--- src/rtl/prog_buttons_ctrl_pkg.sv ---
// prog_buttons_ctrl_pkg: field indices, register addresses, BCD limits and FSM states for button programming
package prog_buttons_ctrl_pkg;
  typedef enum logic [1:0] {IDLE, LOAD, EDIT, WRITE} state_t;
  localparam logic [2:0] F_SEC = 3'd0, F_MIN = 3'd1, F_HOUR = 3'd2, F_DAY = 3'd3, F_MONTH = 3'd4, F_YEAR = 3'd5;
  localparam logic [3:0] A_SEC = 4'h0, A_MIN = 4'h1, A_HOUR = 4'h2, A_DAY = 4'h4, A_MONTH = 4'h5, A_YEAR = 4'h6;
  function automatic logic [3:0] field_addr(input logic [2:0] f);
    return f == F_SEC ? A_SEC : f == F_MIN ? A_MIN : f == F_HOUR ? A_HOUR :
           f == F_DAY ? A_DAY : f == F_MONTH ? A_MONTH : A_YEAR;
  endfunction
  function automatic logic [7:0] field_min(input logic [2:0] f);
    return (f == F_DAY || f == F_MONTH) ? 8'h01 : 8'h00;
  endfunction
  function automatic logic [7:0] field_max(input logic [2:0] f);
    return f == F_HOUR ? 8'h23 : f == F_DAY ? 8'h31 : f == F_MONTH ? 8'h12 :
           f == F_YEAR ? 8'h99 : 8'h59;
  endfunction
endpackage

--- src/rtl/button_debounce.sv ---
// button_debounce: 2-flop synchronizer, stable-level counter and one-cycle press pulse on accepted rise
module button_debounce #(
  parameter int DEBOUNCE_CYCLES = 250000
) (
  input  logic clk,
  input  logic reset_n,
  input  logic btn,
  output logic press
);
  localparam int CW = $clog2(DEBOUNCE_CYCLES + 1);
  logic [1:0] sync;
  logic lvl, flip, done;
  logic [CW-1:0] cnt;
  assign flip = sync[1] != lvl;
  assign done = cnt == CW'(DEBOUNCE_CYCLES - 1);
  always_ff @(posedge clk or negedge reset_n) begin
    if (!reset_n) begin
      sync  <= '0;
      cnt   <= '0;
      lvl   <= 1'b0;
      press <= 1'b0;
    end else begin
      sync  <= {sync[0], btn};
      cnt   <= (flip && !done) ? cnt + CW'(1) : '0;
      lvl   <= (flip && done) ? sync[1] : lvl;
      press <= flip && done && sync[1];
    end
  end
endmodule

--- src/rtl/prog_buttons_ctrl.sv ---
// prog_buttons_ctrl: pushbutton editing of BCD clock/date fields with single-cycle register-bank writes
module prog_buttons_ctrl
  import prog_buttons_ctrl_pkg::*;
#(
  parameter int DEBOUNCE_CYCLES = 250000
) (
  input  logic       clk,
  input  logic       reset_n,
  input  logic       prog_mode,
  input  logic       btn_up,
  input  logic       btn_down,
  input  logic       btn_left,
  input  logic       btn_right,
  input  logic [7:0] rd_data,
  output logic [3:0] addr,
  output logic [7:0] wr_data,
  output logic       we_prog,
  output logic [2:0] field
);
  logic [3:0] btn, pr;
  state_t state, state_d;
  logic [2:0] field_d;
  logic [7:0] wv, wv_d;
  logic pm_q;
  assign btn = {btn_left, btn_right, btn_down, btn_up};
  for (genvar g = 0; g < 4; g++) begin : g_db
    button_debounce #(.DEBOUNCE_CYCLES(DEBOUNCE_CYCLES)) u_db (
      .clk(clk), .reset_n(reset_n), .btn(btn[g]), .press(pr[g])
    );
  end
  function automatic logic [7:0] bcd_inc(input logic [7:0] v, input logic [2:0] f);
    return v == field_max(f) ? field_min(f) : v[3:0] == 4'd9 ? {v[7:4] + 4'd1, 4'd0} : v + 8'd1;
  endfunction
  function automatic logic [7:0] bcd_dec(input logic [7:0] v, input logic [2:0] f);
    return v == field_min(f) ? field_max(f) : v[3:0] == 4'd0 ? {v[7:4] - 4'd1, 4'd9} : v - 8'd1;
  endfunction
  // Valid BCD orders like binary, so range limits compare directly.
  function automatic logic [7:0] clamp(input logic [7:0] v, input logic [2:0] f);
    return (v[7:4] <= 4'd9 && v[3:0] <= 4'd9 && v >= field_min(f) && v <= field_max(f)) ? v : field_min(f);
  endfunction
  always_comb begin
    state_d = state;
    field_d = field;
    wv_d    = wv;
    if (!prog_mode) state_d = IDLE;
    else case (state)
      IDLE: state_d = pm_q ? IDLE : LOAD;
      LOAD: begin
        wv_d    = clamp(rd_data, field);
        state_d = EDIT;
      end
      EDIT: begin
        if (pr[0]) begin
          wv_d    = bcd_inc(wv, field);
          state_d = WRITE;
        end else if (pr[1]) begin
          wv_d    = bcd_dec(wv, field);
          state_d = WRITE;
        end else if (pr[2]) begin
          field_d = field == F_YEAR ? F_SEC : field + 3'd1;
          state_d = LOAD;
        end else if (pr[3]) begin
          field_d = field == F_SEC ? F_YEAR : field - 3'd1;
          state_d = LOAD;
        end
      end
      WRITE: state_d = EDIT;
    endcase
  end
  always_ff @(posedge clk or negedge reset_n) begin
    if (!reset_n) begin
      state <= IDLE;
      field <= F_SEC;
      wv    <= 8'h00;
      pm_q  <= 1'b0;
    end else begin
      state <= state_d;
      field <= field_d;
      wv    <= wv_d;
      pm_q  <= prog_mode;
    end
  end
  assign addr    = field_addr(field);
  assign wr_data = wv;
  assign we_prog = state == WRITE;
endmodule
--- config.mk ---
export PLATFORM = sky130hd
export DESIGN_NAME = prog_buttons_ctrl
export DESIGN_NICKNAME = d
export VERILOG_FILES = /design/src/rtl/prog_buttons_ctrl_pkg.sv /design/src/rtl/button_debounce.sv /design/src/rtl/prog_buttons_ctrl.sv
export SDC_FILE = /design/constraint.sdc
export NUM_CORES = 1
export LEC_CHECK = 0
export BUFFER_PORTS_ARGS = -buffer_cell sky130_fd_sc_hd__buf_4
export CAP_MARGIN = 20
export CORE_AREA = 2 2 102 104
export CTS_CLUSTER_SIZE = 8
export DETAILED_ROUTE_END_ITERATION = 10
export DIE_AREA = 0 0 104 106
export HOLD_SLACK_MARGIN = 0.02
export PLACE_DENSITY = 0.77
export SLEW_MARGIN = 20
export SYNTH_ARGS = -nofsm -noshare
export SYNTH_HDL_FRONTEND = slang
export SYNTH_HIERARCHICAL = 1
export SYNTH_SLANG_ARGS = --single-unit
--- constraint.sdc ---
create_clock -name clk -period 3.4 [get_ports clk]
set_input_delay 0 -clock clk [delete_from_list [all_inputs] [get_ports clk]]
set_output_delay 0 -clock clk [all_outputs]
set_load 0.02 [all_outputs]
### Word-level counts from Yosys, hierarchy flattened

Index checks and enable logic that the tools add are counted.

| storage, ports and cells | value |
|---|---|
| logic and storage cells | 118 |
| output and inout port bits | 16 |
| register bits after elaboration | 102 |

| operators by class | value |
|---|---|
| $add $sub $neg | 10 |
| eq/ne operators | 21 |
| mux-type cells | 33 |
| bitwise gates (word level) | 2 |
| order comparisons | 4 |
| reductions and logical operators | 28 |

Operator list:

| operator | count |
|---|---|
| $mux W8 | 11 |
| $add A18 B1 Y18 const B | 4 |
| $eq A18 B18 Y1 const B | 4 |
| $mux W18 | 4 |
| $mux W3 | 7 |
| $pmux W8 S2 | 1 |
| $logic_and A1 B1 Y1 | 15 |
| $mux W2 | 7 |
| $add A8 B1 Y8 const B | 1 |
| $eq A8 B1 Y1 | 1 |
| $eq A8 B8 Y1 | 1 |
| $ge A8 B8 Y1 | 1 |
| $le A4 B4 Y1 const B | 2 |
| $le A8 B8 Y1 | 1 |
| $sub A8 B1 Y8 const B | 1 |
| $eq A3 B2 Y1 const B | 2 |
| $eq A3 B3 Y1 const B | 2 |
| $ne A6 B2 Y1 const B | 1 |
| $pmux W2 S3 | 1 |
| $reduce_and A5 Y1 | 1 |
| $add A4 B1 Y4 const B | 1 |
| $eq A2 B2 Y1 const B | 2 |
| $eq A4 B4 Y1 const B | 1 |
| $logic_not A1 Y1 | 4 |
| other kinds (16) | 22 |

### Logic depth before layout (Yosys ltp)

| depth | value |
|---|---|
| depth after elaboration | 9 |
| gate-level depth with buffers | 12 |

### Cells and area by module

The synthesis kept the hierarchy.

Modules (own cells, without submodules):

| module | area an instance (um^2) | times used | cells each |
|---|---|---|---|
| button_debounce | 1023.5 | 4 | 97 |
| prog_buttons_ctrl | 1960.6 | 1 | 250 |

### Worst setup path before layout

Ideal clock, no wire load.

| timing | value |
|---|---|
| path kind | reg-to-reg |
| start | register field[0] |
| end | register wv[0], in the netlist wr_data[0] |
| arrival | 3.027 ns |
| path slack | 0.269 ns |
| cell stages (with the launch flop) | 12 |
| library setup time | 0.104 ns |
| period minus slack after synthesis | 3.131 ns |
| path buffers | 1 |
| data required time | 3.296 ns |
| path through | dfrtp_1 buf_4 and2_1 ha_1 or3_1 ha_1 nand4_1 a211o_1 a21oi_1 nor2_1 a211o_1 a221oi_1 |

| between the ends | value |
|---|---|
| longest elaborated chain between the ends | 9 |
| elaborated cells on any way between the ends | 22 |

RTL lines:

| item | line | source |
|---|---|---|
| start, declared | prog_buttons_ctrl.sv:18 | `output logic [2:0] field` |
| start signal, assigned | prog_buttons_ctrl.sv:78 | `field <= field_d;` |
| $eq A3 B3 Y1 | prog_buttons_ctrl_pkg.sv:15 | `f == F_YEAR ? 8'h99 : 8'h59;` |
| $mux W8 | prog_buttons_ctrl_pkg.sv:15 |  |
| $mux W8 (3 in series) | prog_buttons_ctrl_pkg.sv:14 | `return f == F_HOUR ? 8'h23 : f == F_DAY ? 8'h31 : f == F_MONTH ? 8'h12 :` |
| $le A8 B8 Y1 / $eq A8 B8 Y1 (equally long branches) | prog_buttons_ctrl.sv:39, prog_buttons_ctrl.sv:32 |  |
| $logic_and A1 B1 Y1 / $mux W8 (equally long branches) | prog_buttons_ctrl.sv:39, prog_buttons_ctrl.sv:32 |  |
| $mux W8, on equally long branches | prog_buttons_ctrl.sv:39, prog_buttons_ctrl.sv:53 |  |
| $pmux W8 S2 (*) | prog_buttons_ctrl.sv:46 | `else case (state)` |
| end signal, assigned | prog_buttons_ctrl.sv:79 | `wv <= wv_d;` |
| end, declared | prog_buttons_ctrl.sv:23 | `logic [7:0] wv, wv_d;` |

Mark *: on every way between the ends. The rest lies on a longest branch, timed or not. The select of a mux whose other input is x is not followed.
A chain may end at the register's enable or synchronous reset.

### Worst setup path after layout

Ends and elaborated chain as after synthesis.

==> qor.txt <==
status - finished, final reports clean
Seq/Total Area, Yosys - 0.422
crit end category - register
H-tree lvl count - 3
cts-stage hold buffer count - 11
Antenna Nets Post-Route - 0
CTS sink count - 102
Die Y - 106 um
Gates resized, CTS repair - 0
cells after synthesis - 638
Slew Limit Fails - 0
clk_skew - 10.3 ps
setup tns final - 0 ps
Cell Count, Final, Fillers Out - 818
GRT overflow - 0
asr flop ratio synth - 1.00
WP buf/inv - 0
max_slew headroom - 0.473
port bufs - 29
DR vias/cell - 6.08
Leak - 2.73 nW
largest net degree at the start of global routing - 86
Reg clk slew, reported paths - 100 ps
startpoint type of the worst setup path - register
Initial Utilization - 0.605
Critical Path Fanout Max - 6
Power Dens Cells - 395 nW/um^2
fin crit share - 0.901
gpl congestion - 0.988
Pwr Total - 2.64 mW
M1 WL - 5880 um
Hold Crit Class - in -> reg
FP Rows - 37
# Post-CTS Setup Buffers - 0
Die Footprint - 11000 um^2
IO Pins - 31
area taken by multi-input logic gates - 3300 um^2
crit path from - field[0]
met2 wire len - 6220 um
Detailed Routing Iterations Pass 1 - 7
Initial DRC Count - 384
first-pass GRT wire length - 22800 um
Die Wd - 104 um
worst slew pin tran - 782 ps
Fill cells - 817
GRT Total Usage - 0.255
layout cells sized above 1 - 0.119
antenna violations before repair - 0
Max Clk Rate - 326 MHz
Post-synth EDFFs - 0
Final Hold Fails - 0
HPWL Detailed - 9260 um
WL final - 13300 um
later-pin clock latency in the skew report - 380 ps
slowest cell on the critical path - or3_1
YS warnings - 6
RSZ-0062 raised after global routing - no
cell chain of the critical path - and2_1, ha_1, or3_1, ha_1, nand4_1, a211o_1, a21oi_1, nor2_1, a211o_1, a221oi_1
DP Area - 6380 um^2
syn nets - 672
hold path start - rd_data[5]
Yosys cell types - 66
post-layout min period - 3060 ps
CP required - 3680 ps
FF+latch area - 2550 um^2
Avg WL per Cell - 16.2 um
kind of critical path - reg -> reg
met3 wire length - 740 um
Core Area - 10000 um^2
setup violators final - 0
CTS tree - built
final net count - 712
antenna diode count - 0
Syn Std Cell Area - 6050 um^2
syn_area_per_cell - 9.49 um^2
vias in the first global route - 4760
CTS max path bufs - 2
clock root buffer master - clkbuf_8
Yosys reg bits - 102
fin area - 6690 um^2
CP peak stage delay - 450 ps
critical path arrival - 3350 ps
top sig layer - met4
CP top delay family - compound AO/OA/AOI/OAI gates
Placed Instances - 792
via count - 4970
max_cap viols - 0
Max VDD drop - 0.401 mV
total CTS buffers - 9
top_reg_cell synth - dfrtp_1
DRC - 0
Syn-to-layout area delta - 10.5%
worst r2r src - field[0]
[metrics by stage]
step	utilization	setup WS [ps]	hold slack, ps
after detailed placement	0.638	355	111
after global routing	0.669	39.9	120
final	0.669	335	88.3
after global placement	0.638	439	110
after CTS	0.669	334	76.7
after floorplan	-	269	-296
[registers in the layout, summed over array words and instances, names as in the netlist]
signal	count
g_db.u_db/press	4
wr_data	8
g_db.u_db/lvl	4
g_db.u_db/sync	8
pm_q	1
state	2
field	3
g_db.u_db/cnt	72
[power by group]
part / total (mW) / switching (mW) / internal (mW)
Clock: 0.776 / 0.430 / 0.345
Combinational: 0.484 / 0.274 / 0.210
Sequential: 1.38 / 0.127 / 1.25
[metal layers]
layer,vias to the layer above,GRT usage
met5,-,0
met4,0,0.111
met3,43,0.0570
met2,165,0.403
met1,2397,0.338
li1,2365,-
[cell usage after synthesis (7+ instances only)]
cell / count / area, um^2
nor3_1: 26 / 130
o21ai_0: 20 / 100
ha_1: 19 / 238
xor2_1: 16 / 140
xnor2_1: 59 / 517
nor2_1: 105 / 394
nand3_1: 27 / 135
nor3b_1: 7 / 52.6
nor4_1: 22 / 138
dfrtp_1: 102 / 2550
nand2_1: 33 / 124
a21oi_1: 21 / 105
inv_1: 22 / 82.6
o211ai_1: 7 / 52.6
nand4_1: 20 / 125
[placed cells by master, fill, tap and decap left out, drive strengths merged, types with 4 or more instances in the layout]
cell,count
and3,6
nor3b,9
o211ai,7
nand3,29
dlygate4sd3,11
nor2b,5
inv,24
nor4b,5
xnor2,59
mux2,5
xor2,17
nand4,25
nand2,33
nand2b,5
mux2i,5
nor2,105
o21ai,24
or3,5
dfrtp,102
ha,19
clkbuf,9
buf,37
nor4,22
a21oi,21
o41ai,4
or4,8
nor3,26
nand3b,5
[cells by family after synthesis]
group,count (synthesis),synth area share
adder cells (fa/ha/maj),19,0.0393
flip-flops,102,0.422
multiplexers,10,0.0176
buffers and inverters,41,0.0339
AND/OR/NAND/NOR,298,0.269
AO/OA/AOI/OAI,91,0.107
other,1,0.000619
XOR/XNOR,76,0.111
[worst paths after layout]
kind,slack (ps),cells after the start,to
setup / recovery,340,10,wr_data[0]
hold / removal,90,4,wr_data[5]
setup reg to reg,340,10,wr_data[0]
hold reg to reg,350,0,g_db[3].u_db/sync[1]
max in group asynchronous,2380,3,g_db[0].u_db/cnt[11]
min in group asynchronous,240,2,g_db[1].u_db/cnt[10]
[area by class of cell]
type / count / share of cell area
clock buffer: 9 / 0.0185
tap: 136 / 0.0254
inverter: 22 / 0.0123
multi-input combinational: 495 / 0.493
clock inverter: 6 / 0.0107
sequential: 102 / 0.382
timing repair buffer: 48 / 0.0585
[worst reg2reg max path, delay by kind of cell (launching register included)]
family                   cells  cell delay [ps]
AO/OA/AOI/OAI                4             1090
AND/OR/NAND/NOR              4              940
flip-flops                   1              380
adder cells (fa/ha/maj)      2              570
(Power assumes the default switching activity.)
